$ cat src/rtl/ifetch_icache_pkg.sv
// Shared fetch-stage definitions: bus widths, cache geometry defaults and FSM encodings.
// Latency: n/a (declarations only).
// Backpressure: n/a.
package ifetch_icache_pkg;

  localparam int ADDR_W           = 32;
  localparam int INSTR_W          = 32;
  localparam int INSTR_BYTES_W    = 2;
  localparam int ICACHE_IDX_W_DEF = 4;
  localparam int ICACHE_TAG_W_DEF = ADDR_W - ICACHE_IDX_W_DEF - 2;

  // Allocator length field is bytes-1; a full instruction word is 4 bytes.
  localparam logic [INSTR_BYTES_W-1:0] IF_OFFSET_WORD = 2'd3;

  typedef enum logic [1:0] {
    FETCH_IDLE      = 2'd0,
    FETCH_WAIT_GR   = 2'd1,
    FETCH_WAIT_DATA = 2'd2
  } fetch_state_e;

endpackage

$ cat src/rtl/ifetch_icache_array.sv
// Direct-mapped, one-word-per-line instruction storage: valid, tag and data arrays.
// Latency: read is combinational; write lands at the clock edge.
// Backpressure: none; caller gates i_wr_en.
// Ports: i_clk, i_rst_n (sync valid clear), i_rd_idx/i_rd_tag -> o_rd_hit/o_rd_word,
//        i_wr_en/i_wr_idx/i_wr_tag/i_wr_word (synchronous fill).
module ifetch_icache_array #(
  parameter int IDX_W = 4,
  parameter int TAG_W = 26
) (
  input  logic             i_clk,
  input  logic             i_rst_n,
  input  logic [IDX_W-1:0] i_rd_idx,
  input  logic [TAG_W-1:0] i_rd_tag,
  output logic             o_rd_hit,
  output logic [31:0]      o_rd_word,
  input  logic             i_wr_en,
  input  logic [IDX_W-1:0] i_wr_idx,
  input  logic [TAG_W-1:0] i_wr_tag,
  input  logic [31:0]      i_wr_word
);

  localparam int LINES = 1 << IDX_W;

  logic [LINES-1:0] r_valid;
  logic [TAG_W-1:0] r_tag  [LINES];
  logic [31:0]      r_data [LINES];

  // Only the valid bits need clearing; stale tag/data behind a 0 valid bit is harmless.
  always_ff @(posedge i_clk) begin
    if (!i_rst_n) begin
      r_valid <= '0;
    end else if (i_wr_en) begin
      r_valid[i_wr_idx] <= 1'b1;
    end
  end

  always_ff @(posedge i_clk) begin
    if (i_wr_en) begin
      r_tag[i_wr_idx]  <= i_wr_tag;
      r_data[i_wr_idx] <= i_wr_word;
    end
  end

  assign o_rd_hit  = r_valid[i_rd_idx] && (r_tag[i_rd_idx] == i_rd_tag);
  assign o_rd_word = r_data[i_rd_idx];

endmodule

$ cat src/rtl/ifetch_icache.sv
// Instruction fetch: PC, direct-mapped I-cache lookup, allocator miss handshake.
// Latency: hit delivered 1 cycle after the edge that sees it; miss = allocator latency + 1.
// Backpressure: stall_in holds delivery in IDLE (fills still complete); rdy_in=0 freezes everything.
// Ports: clk_in/rst_in, rdy_in, clear_branch_in/branch_pc_in (redirect), stall_in,
//        if_valid_out/if_instr_out/if_pc_out (to decode), if_to_alloc_en_out/if_a_out/
//        if_offset_out (request), alloc_to_if_gr_in/alloc_to_if_en_in/if_d_in (response).
module ifetch_icache
  import ifetch_icache_pkg::*;
#(
  parameter int          ICACHE_IDX_W = ICACHE_IDX_W_DEF,
  parameter logic [31:0] RESET_PC     = 32'h0
) (
  input  logic                     clk_in,
  input  logic                     rst_in,
  input  logic                     rdy_in,
  input  logic                     clear_branch_in,
  input  logic [ADDR_W-1:0]        branch_pc_in,
  input  logic                     stall_in,
  output logic                     if_valid_out,
  output logic [INSTR_W-1:0]       if_instr_out,
  output logic [ADDR_W-1:0]        if_pc_out,
  output logic                     if_to_alloc_en_out,
  output logic [ADDR_W-1:0]        if_a_out,
  output logic [INSTR_BYTES_W-1:0] if_offset_out,
  input  logic                     alloc_to_if_gr_in,
  input  logic                     alloc_to_if_en_in,
  input  logic [INSTR_W-1:0]       if_d_in
);

  localparam int TAG_W = ADDR_W - ICACHE_IDX_W - 2;

  fetch_state_e        r_state, w_state_nxt;
  logic [ADDR_W-1:0]   r_pc, w_pc_nxt;
  logic                r_vld, w_vld_nxt;
  logic [INSTR_W-1:0]  r_instr, w_instr_nxt;
  logic [ADDR_W-1:0]   r_pco, w_pco_nxt;
  logic                r_en, w_en_nxt;
  logic [ADDR_W-1:0]   r_a, w_a_nxt;
  logic                w_fill;

  logic [ICACHE_IDX_W-1:0] w_idx;
  logic [TAG_W-1:0]        w_tag;
  logic                    w_hit;
  logic [INSTR_W-1:0]      w_word;

  // PC does not move while a miss is outstanding, so the fill reuses the lookup index/tag.
  assign w_idx = r_pc[ICACHE_IDX_W+1:2];
  assign w_tag = r_pc[ADDR_W-1:ICACHE_IDX_W+2];

  ifetch_icache_array #(
    .IDX_W (ICACHE_IDX_W),
    .TAG_W (TAG_W)
  ) u_array (
    .i_clk     (clk_in),
    .i_rst_n   (rst_in),
    .i_rd_idx  (w_idx),
    .i_rd_tag  (w_tag),
    .o_rd_hit  (w_hit),
    .o_rd_word (w_word),
    .i_wr_en   (w_fill && rdy_in && rst_in),
    .i_wr_idx  (w_idx),
    .i_wr_tag  (w_tag),
    .i_wr_word (if_d_in)
  );

  always_comb begin
    w_state_nxt = r_state;
    w_pc_nxt    = r_pc;
    w_vld_nxt   = 1'b0;
    w_instr_nxt = r_instr;
    w_pco_nxt   = r_pco;
    w_en_nxt    = r_en;
    w_a_nxt     = r_a;
    w_fill      = 1'b0;
    // Redirect wins over everything, including a coincident grant or data pulse.
    if (clear_branch_in) begin
      w_pc_nxt    = branch_pc_in;
      w_state_nxt = FETCH_IDLE;
      w_en_nxt    = 1'b0;
    end else begin
      unique case (r_state)
        FETCH_IDLE: begin
          if (!stall_in) begin
            if (w_hit) begin
              w_vld_nxt   = 1'b1;
              w_instr_nxt = w_word;
              w_pco_nxt   = r_pc;
              w_pc_nxt    = r_pc + 32'd4;
            end else begin
              w_en_nxt    = 1'b1;
              w_a_nxt     = r_pc;
              w_state_nxt = FETCH_WAIT_GR;
            end
          end
        end
        FETCH_WAIT_GR: begin
          // Request drops on the grant cycle itself so it is never granted twice.
          if (alloc_to_if_gr_in) begin
            w_en_nxt    = 1'b0;
            w_state_nxt = FETCH_WAIT_DATA;
          end
        end
        FETCH_WAIT_DATA: begin
          if (alloc_to_if_en_in) begin
            w_fill      = 1'b1;
            w_state_nxt = FETCH_IDLE;
          end
        end
        default: w_state_nxt = FETCH_IDLE;
      endcase
    end
  end

  always_ff @(posedge clk_in) begin
    if (!rst_in) begin
      r_state <= FETCH_IDLE;
      r_pc    <= RESET_PC;
      r_vld   <= 1'b0;
      r_instr <= '0;
      r_pco   <= '0;
      r_en    <= 1'b0;
      r_a     <= '0;
    end else if (rdy_in) begin
      r_state <= w_state_nxt;
      r_pc    <= w_pc_nxt;
      r_vld   <= w_vld_nxt;
      r_instr <= w_instr_nxt;
      r_pco   <= w_pco_nxt;
      r_en    <= w_en_nxt;
      r_a     <= w_a_nxt;
    end
  end

  assign if_valid_out       = r_vld;
  assign if_instr_out       = r_instr;
  assign if_pc_out          = r_pco;
  assign if_to_alloc_en_out = r_en;
  assign if_a_out           = r_a;
  assign if_offset_out      = IF_OFFSET_WORD;

endmodule
$ cat config.mk
export PLATFORM = sky130hd
export DESIGN_NAME = ifetch_icache
export DESIGN_NICKNAME = d
export VERILOG_FILES = /design/src/rtl/ifetch_icache_pkg.sv /design/src/rtl/ifetch_icache_array.sv /design/src/rtl/ifetch_icache.sv
export SDC_FILE = /design/constraint.sdc
export NUM_CORES = 1
export LEC_CHECK = 0
export ABC_AREA = 1
export CAP_MARGIN = 5
export CORE_ASPECT_RATIO = 0.9
export CORE_UTILIZATION = 65
export DETAILED_ROUTE_END_ITERATION = 6
export PLACE_DENSITY = 0.84
export SYNTH_ARGS = -nofsm -noshare
export SYNTH_HDL_FRONTEND = slang
export SYNTH_SLANG_ARGS = --single-unit
$ cat constraint.sdc
create_clock -name clk_in -period 19.9 [get_ports clk_in]
set_clock_uncertainty 0.05 [all_clocks]
set_input_delay 3.98 -clock clk_in [delete_from_list [all_inputs] [get_ports clk_in]]
set_output_delay 3.98 -clock clk_in [all_outputs]
set_load 0.02 [all_outputs]
-- After elaboration in Yosys (flattened, before gate mapping)
Memories as Yosys holds them, arrays and structs flattened. A register that Yosys moved wholly into a read port is not among the register bits.
Index checks and enable logic that the tools add are counted.
W data, S select, Z words.
- equal/unequal tests: 8
- multiplexer cells: 30
- reduce and logical (&&, ||, !) cells: 14
- order comparisons: 2
- bitwise logic cells: 4
- add/sub/neg operators: 1
- operator list (kind ; number):
    $mux W32 ; 4
    $add A32 B3 Y32 const B ; 1
    $eq A26 B26 Y1 ; 1
    $reduce_and A5 Y1 ; 4
    $or A16 B16 Y16 ; 1
    $mux W1 ; 15
    $ne A3 B3 Y1 const B ; 4
    $mux W2 ; 5
    $mux W4 ; 2
    $pmux W2 S3 ; 1
    $lt A4 B5 Y1 const B ; 1
    $bmux W1 S4 ; 1
    $demux W1 S4 ; 1
    $ge A4 B1 Y1 const B ; 1
    $logic_and A1 B1 Y1 ; 4
    $reduce_and A4 Y1 ; 1
    $reduce_bool A2 Y1 ; 2
    $not A1 Y1 ; 3
    $reduce_bool A3 Y1 ; 1
    $eq A2 B1 Y1 const B ; 1
    $eq A2 B2 Y1 const B ; 1
    $logic_not A2 Y1 ; 1
    $ne A2 B2 Y1 const B ; 1
    $pmux W1 S2 ; 1
    $logic_not A1 Y1 ; 1
- word-level logic and storage cells: 68
- memories: 2
- register bits: 116
- bits in writable memories: 928
- bits of input ports: 71
- memories (memory ; depth ; width ; read ports ; clocked after memory_dff ; write ports ; RTL line ; source):
    u_array.r_data ; 16 ; 32 ; 1 ; 1 ; 1 ; ifetch_icache_array.sv:26 ; logic [31:0] r_data [LINES];
    u_array.r_tag ; 16 ; 26 ; 1 ; 1 ; 1 ; ifetch_icache_array.sv:25 ; logic [TAG_W-1:0] r_tag [LINES];

-- Logic depth before layout (Yosys ltp)
- depth after elaboration: 9
- gate-level depth with buffers: 22

-- Modules after synthesis
Synthesis repeated with hierarchy kept, for this count alone.
- cells, all modules: 3960
- area, all modules: 43984.7 um^2
- by module, submodules not included (module ; area an instance (um^2) ; cells an instance ; instances):
    ifetch_icache_array ; 37991.4 ; 3092 ; 1
    ifetch_icache ; 5993.2 ; 868 ; 1

-- Worst setup path after synthesis
Ideal clock, no wire load.
- path kind: input-to-reg
- from: input port clear_branch_in
- to: memory u_array.r_data[15][0], enable pin
- buffers on the path: 1
- arrival time: 8.801 ns
- setup time: 0.548 ns
- stages: 4
- path slack: 10.502 ns
- cells stage by stage: buf_1 > nor4_1 > inv_1 > nor3_1
- cells in the longest elaborated chain, start to end: 5
- ends and longest elaborated chain (item ; RTL line ; source):
    from (decl) ; ifetch_icache.sv:16 ; input logic clear_branch_in,
    $mux W1 ; ifetch_icache.sv:76 ; if (clear_branch_in) begin
    $logic_and A1 B1 Y1 (2 in a row) ; ifetch_icache.sv:60 ; .i_wr_en (w_fill && rdy_in && rst_in),
    $mux W1 ; ifetch_icache_array.sv:38 ; if (i_wr_en) begin
    $mux W1 (not written as such) ; ifetch_icache_array.sv:40 ; r_data[i_wr_idx] <= i_wr_word;
    to (decl) ; ifetch_icache_array.sv:26 ;
No other way between the ends.

-- Worst setup path in the final report
- from: input port rst_in
- to: memory u_array.r_data[10][8], enable pin
- cells in the longest elaborated chain, start to end: 3
- ends and longest elaborated chain (item ; RTL line ; source):
    from (decl) ; ifetch_icache.sv:14 ; input logic rst_in,
    $logic_and A1 B1 Y1 ; ifetch_icache.sv:60 ;
    $mux W1 ; ifetch_icache_array.sv:38 ;
    $mux W1 (not written as such) ; ifetch_icache_array.sv:40 ;
No other way between the ends.

==> flow_summary.yaml <==
status:
  status: "complete, but fails checks"
  violations: "design-rule violations"
cells_and_area:
  diodes: 0
  nets: 4080
  syn_to_final_growth_pct: 12.6
  drive_gt1_share_pct: 6.07
  fin_cells: 4963
logic_synthesis:
  post_synth.cell_area_avg_sq_um: 11.2
  synth_cell_types: 37
  yosysSeqAreaShare_pct: 70.2
  ys_warn_count: 0
  syn-cell-area_sq_um: 44000
  syn-instance-count: 3916
  synth_seq_cells: 1080
hold_path:
  min_from: "if_pc_out[9]$_SDFFE_PN0P_"
  worstHoldPathType: "register to register"
  min_to: "if_pc_out[9]$_SDFFE_PN0P_"
  min_path_cells: 2
timing:
  worst_pin_slew_ps: 1240
  slew_violations: 0
  post-route-period-util_pct: 41.0
  hold_viol: 0
  min_period_ps: 8160
  relSlewSlack_pct: 17.4
  setup_violations: 0
  setup_tns_ps: 0
  max_clock_freq_mhz: 122
  rsz0062_at_grt: "false"
clock_network:
  cts.root.buffer_cell: "clkbuf_16"
  cts_tree: "built"
  insertion_delay_ps: 670
  cts_sinks: 1080
  cts_hold_buf: 0
  cts_resized: 0
  cts.clk_slew.worst_paths_ps: 60
  post_cts_buffers: 0
  cts_max_level: 3
  clock_path_buffers: 3
  numCtsBuffers: 101
global_route:
  track_usage_pct: 32.6
  antenna_found_initial: 2
  grt_pass1_vias: 30100
  grt_pass1_wl_um: 171000
  grt_overflow: 0
  grt_max_degree: 110
setup_path:
  required_ps: 20170
  end_kind: "register"
  crit_slowest_cell: "nor2_4"
  r2r_slack_ps: 14240
  startpoint_type: "primary input"
  slowest_delay_ps: 1060
  path_class: "primary input to register"
  path_cells: "buf_2 -> clkinv_2 -> nor4_1 -> nand2_1 -> nor2_4 -> buf_4"
  reg2regPathDepth: 18
  arrival_ps: 8430
  timing.rr.end: "if_a_out[22]$_SDFFE_PN0P_"
  critPathMaxFanout: 58
routing:
  antenna_left: 0
  firstDrtPassIters: 7
  route.detailed.drc: 1
  routed_wl_um: 113000
  drt_iter0_drc: 4260
  route.vias.total: 31000
  routedWlPerCell_um: 22.8
  viasPerCell: 6.26
floorplanning:
  row_count: 90
  core_sq_um: 67000
  fp.dieArea_sq_um: 68700
  fp.dieH_um: 249
  start_util_pct: 65.7
  die_w_um: 276
  pin_count: 171
placed_design:
  dp_hpwl_um: 62400
  globalplace.congestion: 0.951
  post-place-cells: 4776
  portBuffers: 168
power_and_ir_drop:
  power_density_nw_per_um2: 94.6
  irDropWorstVdd_v: 0.0000856
  p_leak_nw: 17.9
flow_run:
  maxCapViolCount: 0
[worst max-delay path: cells and delay by family]
family,cells,cell delay [ps]
buffers and inverters,3,1860
AND/OR/NAND/NOR,3,2520
[routing by layer]
layer | vias up | track usage [%] | wire, um
met2 | 2047 | 54.2 | 55700
li1 | 13800 | - | -
met3 | 330 | 5.10 | 11100
met1 | 14800 | 42.6 | 41100
met5 | - | 0 | 31
met4 | 4 | 15.3 | 5030
[kinds of logic (layout without fill, tap and decap cells)]
family          after synthesis  in the layout  share of synthesized area, %
compound gates              721            721                          9.55
xor+xnor                     23             23                         0.458
fa+ha+maj                     4              4                         0.114
buf+inv                     509            681                          4.90
flops                      1080           1080                          70.2
mux                          12             12                         0.273
other cells                   1              2                       0.00852
simple gates               1566           1566                          14.4
[worst max-delay path by stage]
stage / slack (ps) / from / end
after floorplan: 10500 / clear_branch_in / u_array.r_data[15][0]$_DFFE_PP_
after global placement: 11260 / rst_in / u_array.r_data[10][4]$_DFFE_PP_
after detailed placement: 11170 / rst_in / u_array.r_data[10][9]$_DFFE_PP_
after CTS: 11830 / rst_in / u_array.r_data[10][10]$_DFFE_PP_
after global routing: 11560 / rst_in / u_array.r_tag[7][14]$_DFFE_PP_
final: 11740 / rst_in / u_array.r_data[10][8]$_DFFE_PP_
[flip-flops by register name, summed over array words and instances (netlist names), named ones only]
| name | cells |
|---|---|
| r_pc | 32 |
| if_a_out | 32 |
| u_array.r_data | 512 |
| if_valid_out | 1 |
| if_pc_out | 32 |
| r_state | 2 |
| u_array.r_tag | 416 |
| if_instr_out | 32 |
| if_to_alloc_en_out | 1 |
| u_array.r_valid | 16 |
[cells in the final DEF, fill, tap and decap left out, types with 16 or more instances in the layout]
cell             instances
edfxtp_1               928
nand2_1                737
nor2_1                 473
o21ai_0                335
nand3_1                305
inv_1                  254
clkdlybuf4s50_1        166
dfxtp_1                147
o22ai_1                130
a21oi_1                116
clkbuf_16              101
buf_4                   62
a22o_1                  32
a221o_1                 32
o21a_1                  32
clkbuf_1                24
xor2_1                  23
clkinv_2                21
o211ai_1                19
o21ai_1                 19
clkinv_1                18
nor2_4                  16
[area by class of cell]
type	instances	area (sq um)
inverter	264	1000
fill	4017	17500
clock inverter	57	617
multi-input combinational	2328	11100
clock buffer	130	2690
timing repair buffer	230	2140
sequential	1080	30900
tap	874	1090
[metrics by stage]
| stage | total power [mW] | util, % | hold slack [ps] | worst slack [ps] | area, sq um |
|---|---|---|---|---|---|
| global route | 4.80 | 73.9 | 419 | 11560 | 49500 |
| CTS | 4.69 | 73.9 | 400 | 11830 | 49500 |
| finish | 4.69 | 73.9 | 399 | 11740 | 49500 |
| floorplan | 2.70 | - | 385 | 10500 | 44000 |
| detailed placement | 2.81 | 69.0 | 391 | 11170 | 46200 |
| global placement | 2.80 | 69.0 | 387 | 11260 | 46200 |
[cell usage after synthesis]
library cell,count,area share [%]
a21oi_1,116,1.3
a221o_1,32,0.73
a22o_1,32,0.64
a22oi_1,1,0.017
a311oi_1,1,0.020
buf_1,23,0.20
buf_2,32,0.36
buf_4,37,0.63
buf_6,9,0.23
clkbuf_1,144,1.2
clkinv_1,3,0.026
conb_1,1,0.0085
dfxtp_1,152,6.9
edfxtp_1,928,63
ha_1,4,0.11
inv_1,258,2.2
inv_2,3,0.026
mux2i_1,12,0.27
nand2_1,737,6.3
nand2_4,1,0.026
nand3_1,305,3.5
nand3_2,1,0.023
nand3b_1,1,0.017
nand3b_4,1,0.045
nand4_1,9,0.13
nor2_1,489,4.2
nor2_4,1,0.026
nor3_1,16,0.18
nor4_1,5,0.071
o211a_1,3,0.068
o211ai_1,19,0.32
o21a_1,32,0.55
o21ai_0,335,3.8
o21ai_1,19,0.22
o22ai_1,130,1.8
o31ai_1,1,0.017
xor2_1,23,0.46
[report_power, final]
group / switching [mW] / total (mW) / internal (mW)
Clock: 0.840 / 1.92 / 1.08
Sequential: 0.0137 / 2.47 / 2.46
Combinational: 0.212 / 0.298 / 0.0868
Total: 1.07 / 4.69 / 3.62
(Power assumes the default switching activity.)
